[src/rtl/cordic_magnitude_engine.sv]
// cordic_magnitude_engine
//   Iterative vectoring-mode CORDIC computing sqrt(x^2 + y^2) of a signed
//   Q16.16 vector. It responds to the calculator's enable/operation/done
//   request handshake and services only the MOD operation (4'b0011).
//
// Ports
//   clk        rising-edge clock
//   rst        synchronous active-low reset
//   enable     request strobe, honoured only in IDLE or DONE
//   operation  op code; 4'b0011 computes, anything else flags op_err
//   x_in,y_in  signed Q16.16 operands, captured on the accepting edge
//   result     non-negative Q16.16 magnitude, held while done is high
//   done       level: result/op_err valid
//   op_err     last request carried an unsupported operation
module cordic_magnitude_engine #(
  parameter int              WIDTH      = 32,
  parameter int              ITERATIONS = 16,
  parameter logic [WIDTH-1:0] INV_GAIN  = 32'd39797
) (
  input  logic             clk,
  input  logic             rst,
  input  logic             enable,
  input  logic [3:0]       operation,
  input  logic [WIDTH-1:0] x_in,
  input  logic [WIDTH-1:0] y_in,
  output logic [WIDTH-1:0] result,
  output logic             done,
  output logic             op_err
);

  // Two guard bits: one for |-2^(WIDTH-1)|, one for CORDIC gain growth (~1.65).
  localparam int XW   = WIDTH + 2;
  localparam int PW   = 2 * WIDTH + 2;
  localparam int CW   = $clog2(WIDTH) + 1;
  localparam int FRAC = 16;

  localparam logic [3:0]    OP_MOD   = 4'b0011;
  localparam logic [CW-1:0] CNT_LAST = CW'(ITERATIONS - 1);
  localparam logic signed [PW-1:0] SAT_MAX =
    {{(PW - WIDTH + 1){1'b0}}, {(WIDTH - 1){1'b1}}};

  typedef enum logic [1:0] {
    S_IDLE,
    S_ITER,
    S_SCALE,
    S_DONE
  } state_t;

  state_t                  state_q, state_d;
  logic signed [XW-1:0]    x_q, x_d;
  logic signed [XW-1:0]    y_q, y_d;
  logic        [CW-1:0]    cnt_q, cnt_d;
  logic        [WIDTH-1:0] result_q, result_d;
  logic                    done_q, done_d;
  logic                    op_err_q, op_err_d;

  logic signed [XW-1:0]    x_ext, y_ext, x_abs;
  logic signed [XW-1:0]    x_shr, y_shr;
  logic signed [PW-1:0]    x_wide, gain_wide, prod, prod_shr;

  always_comb begin
    x_ext     = {{2{x_in[WIDTH-1]}}, x_in};
    y_ext     = {{2{y_in[WIDTH-1]}}, y_in};
    x_abs     = x_ext[XW-1] ? -x_ext : x_ext;
    x_shr     = x_q >>> cnt_q;
    y_shr     = y_q >>> cnt_q;
    x_wide    = {{(PW - XW){x_q[XW-1]}}, x_q};
    gain_wide = {{(PW - WIDTH){1'b0}}, INV_GAIN};
    prod      = x_wide * gain_wide;
    prod_shr  = prod >>> FRAC;
  end

  always_comb begin
    state_d  = state_q;
    x_d      = x_q;
    y_d      = y_q;
    cnt_d    = cnt_q;
    result_d = result_q;
    done_d   = done_q;
    op_err_d = op_err_q;

    case (state_q)
      S_IDLE, S_DONE: begin
        if (enable) begin
          if (operation == OP_MOD) begin
            x_d      = x_abs;
            y_d      = y_ext;
            cnt_d    = '0;
            done_d   = 1'b0;
            op_err_d = 1'b0;
            state_d  = S_ITER;
          end else begin
            result_d = '0;
            op_err_d = 1'b1;
            done_d   = 1'b1;
            state_d  = S_DONE;
          end
        end
      end

      S_ITER: begin
        // Drive y toward zero; x accumulates the (gain-scaled) magnitude.
        if (!y_q[XW-1]) begin
          x_d = x_q + y_shr;
          y_d = y_q - x_shr;
        end else begin
          x_d = x_q - y_shr;
          y_d = y_q + x_shr;
        end
        cnt_d = cnt_q + 1'b1;
        if (cnt_q == CNT_LAST) begin
          state_d = S_SCALE;
        end
      end

      S_SCALE: begin
        if (prod_shr > SAT_MAX) begin
          result_d = SAT_MAX[WIDTH-1:0];
        end else begin
          result_d = prod_shr[WIDTH-1:0];
        end
        done_d  = 1'b1;
        state_d = S_DONE;
      end

      default: state_d = S_IDLE;
    endcase
  end

  always_ff @(posedge clk) begin
    if (!rst) begin
      state_q  <= S_IDLE;
      x_q      <= '0;
      y_q      <= '0;
      cnt_q    <= '0;
      result_q <= '0;
      done_q   <= 1'b0;
      op_err_q <= 1'b0;
    end else begin
      state_q  <= state_d;
      x_q      <= x_d;
      y_q      <= y_d;
      cnt_q    <= cnt_d;
      result_q <= result_d;
      done_q   <= done_d;
      op_err_q <= op_err_d;
    end
  end

  assign result = result_q;
  assign done   = done_q;
  assign op_err = op_err_q;

endmodule
[config.mk]
export PLATFORM = sky130hd
export DESIGN_NAME = cordic_magnitude_engine
export DESIGN_NICKNAME = d
export VERILOG_FILES = /design/src/rtl/cordic_magnitude_engine.sv
export SDC_FILE = /design/constraint.sdc
export NUM_CORES = 2
export LEC_CHECK = 0
export BUFFER_PORTS_ARGS = -buffer_cell sky130_fd_sc_hd__buf_2
export CAP_MARGIN = 0
export CORE_UTILIZATION = 40
export DETAILED_ROUTE_END_ITERATION = 12
export RECOVER_POWER = 100
export SLEW_MARGIN = 20
export SYNTH_ARGS = -nofsm -noshare
export SYNTH_HDL_FRONTEND = slang
export SYNTH_SLANG_ARGS = --single-unit
export TNS_END_PERCENT = 20
[constraint.sdc]
create_clock -name clk -period 14.8 [get_ports clk]
set_input_delay 1.48 -clock clk [delete_from_list [all_inputs] [get_ports clk]]
set_output_delay 1.48 -clock clk [all_outputs]
set_load 0.005 [all_outputs]
==> results.json <==
{
  "syn_to_final_growth_pct": 5.13,
  "violations": "capacitance limit, slew limit",
  "powerDensity_mw_per_mm2": 198,
  "vdd_drop_max_mv": 0.118,
  "grt_max_degree": 82,
  "period_needed_ns": 10.63,
  "path_class": "flip-flop to flip-flop",
  "synth_cell_types": 108,
  "timing.setup.tns_ns": 0,
  "dr.pass1.iters": 7,
  "rsz0062_at_grt": "no",
  "critical_path_required_ns": 15.09,
  "synth_nets": 3581,
  "first_iter_violations": 1975,
  "htree_levels": 3,
  "postRouteAntennaNets": 0,
  "die_y_um": 255,
  "hp-class": "flip-flop to flip-flop",
  "antenna_cells": 0,
  "fin_skew_ns": 0.0167,
  "power.total_mw": 5.35,
  "antenna_found_initial": 1,
  "seqCellArea_mm2": 0.00222,
  "status": "complete, but fails checks",
  "max_freq_mhz": 94.1,
  "fp.dieW_um": 255,
  "worstPathMaxFanout": 62,
  "hpwl_mm": 62.1,
  "setup_ws_ns": 4.17,
  "worstSkewPairLatency_ns": 0.41,
  "avgSynthCellArea_um2": 8.69,
  "vias_per_cell": 5.81,
  "cts_sinks": 110,
  "syn_inst": 2952,
  "multi_input_area_mm2": 0.0210,
  "tightest_slew_ns": 3.50,
  "drt-total-wl_mm": 79.2,
  "grt_use_total": 0.245,
  "setup_viol": 0,
  "gp_congestion": 1.01,
  "hold_violations": 0,
  "cp_slowest_cell": "clkbuf_1",
  "wl_per_cell_um": 20.8,
  "start_util": 0.406,
  "fillers": 6375,
  "drv_slew": 127,
  "ys_seq_area_frac": 0.0858,
  "drc": 0,
  "vias": 22100,
  "timing.max_cap.violations": 2,
  "power.leakage_nw": 12.2,
  "grt_pass1_wl_mm": 123,
  "ctsResizeCount": 0,
  "crit_path_start_kind": "flip-flop",
  "cts-root-buf": "clkbuf_16",
  "cpPeakStageDelay_ns": 2.23,
  "synth-seq-cells": 110,
  "yosys_warnings": 0,
  "synth_edf_count": 0,
  "fin_nets": 3588,
  "fin_crit_sh": 0.718,
  "cts_hold_buf": 0,
  "path_clk_slew_ns": 0.08,
  "end_kind": "flip-flop",
  "post_cts_buffers": 0,
  "cts_tree": "done",
  "synth_flop_cell": "dfxtp_1",
  "holdWs_ns": 0.466,
  "crit_top_cell": "nor2_1",
  "rows": 92,
  "coreArea_mm2": 0.0632,
  "cts_buffer_depth": 2,
  "grt.overflow.total": 0,
  "synth_area_mm2": 0.0257,
  "grt_pass1_vias": 21100,
  "path_cells": "clkbuf_1 > clkinv_1 > nor2_1 > clkbuf_1 > a221o_1 > a21oi_1 > nor4b_1 > and4b_1 > nand2_1 > nor2_1 > a31oi_1 > o22ai_1 > ha_1 > nand3_1 > nor2_1 > nand3_1 > nor2_1 > a21oi_1 > o311ai_0 > a41oi_1 > o21ai_0 > xor2_1 > or3_1 > a31oi_1",
  "max-slew-margin-rel": -1.34,
  "numCtsBuffers": 9,
  "io_pins": 105,
  "crit_arrival_ns": 10.93,
  "dp_slack_ns": 6.72,
  "ys_async_sr_fraction": 0,
  "io_buffers": 104,
  "die_area_mm2": 0.0652,
  "drive_above_1_share": 0.0915
}
cells by family after synthesis:
kind of cell / share of synthesized area
mux: 0.104
fa+ha+maj: 0.350
compound gates: 0.188
flops: 0.0858
xor+xnor: 0.0546
buf+inv: 0.0968
simple gates: 0.121
state kept, by name (all words and copies together) (netlist names):
register and cells:
result 32, done 1, cnt_q 6, x_q 34, y_q 34, state_q 2
op_err 1
metrics by stage:
step / util / instance area [µm²] / instances
finish: 0.427 / 27000 / 3809
global placement: 0.423 / 26700 / 3794
CTS: 0.428 / 27000 / 3809
floorplan: - / 25700 / 2952
detailed placement: 0.423 / 26700 / 3794
global route: 0.427 / 27000 / 3809
final cells by class:
cell class | count | area share
Timing Repair Buffer | 128 | 0.0249
Multi-Input combinational cell | 2243 | 0.778
Sequential cell | 110 | 0.0821
Tap cell | 846 | 0.0392
Clock buffer | 12 | 0.00914
Clock inverter | 3 | 0.00162
Inverter | 467 | 0.0650
where the power goes:
| group | internal (mW) | switching [mW] | total (mW) |
|---|---|---|---|
| registers | 0.364 | 0.160 | 0.525 |
| logic | 1.91 | 2.64 | 4.55 |
| clock network | 0.136 | 0.138 | 0.274 |
critical path, delay by kind of cell, from the launching register on:
kind,cells,cell delay (ns)
fa+ha+maj,1,0.24
xor+xnor,1,0.11
flops,1,0.31
compound gates,9,2.11
buf+inv,3,4.63
simple gates,10,3.08
synth_stat cells (37+ instances only):
| cell type | number | share of area |
|---|---|---|
| nand3_1 | 37 | 0.0072 |
| nor2_1 | 216 | 0.032 |
| mux2i_1 | 91 | 0.035 |
| mux4_2 | 53 | 0.047 |
| xor2_1 | 65 | 0.022 |
| mux2_2 | 42 | 0.018 |
| inv_1 | 464 | 0.068 |
| dfxtp_1 | 110 | 0.086 |
| nor3_1 | 42 | 0.0082 |
| a221o_1 | 38 | 0.015 |
| o21ai_0 | 100 | 0.020 |
| a211oi_1 | 50 | 0.015 |
| a21oi_1 | 198 | 0.039 |
| fa_1 | 265 | 0.21 |
| nand2_1 | 148 | 0.022 |
| a21o_1 | 45 | 0.013 |
| clkbuf_1 | 76 | 0.011 |
| xnor2_1 | 95 | 0.032 |
| ha_1 | 293 | 0.14 |
routing by layer:
metal,part of all wire,GRT usage,vias up
met5,0,0,-
met4,0.034,0.0915,0
met3,0.057,0.0261,149
met2,0.46,0.387,780
met1,0.45,0.344,10800
li1,-,-,10400
worst paths after layout:
kind | to | slack [ns] | start | cells after the start
hold / removal | result[6] | 0.47 | result[6] | 1
hold reg to reg | result[6] | 0.47 | result[6] | 1
setup reg to reg | x_q[33] | 4.17 | cnt_q[3] | 24
setup / recovery | x_q[33] | 4.17 | cnt_q[3] | 24
layout by cell type, fill, tap and decap left out, types with 65 or more instances in the layout:
| cell | Yosys | final |
|---|---|---|
| a21oi_1 | 198 | 197 |
| nand2_1 | 148 | 148 |
| nor2_1 | 216 | 215 |
| xnor2_1 | 95 | 95 |
| ha_1 | 293 | 292 |
| dfxtp_1 | 110 | 105 |
| buf_2 | 23 | 90 |
| xor2_1 | 65 | 65 |
| mux2i_1 | 91 | 91 |
| inv_1 | 464 | 464 |
| fa_1 | 265 | 265 |
| o21ai_0 | 100 | 100 |
Note: power is estimated with default switching activity, not from simulation.
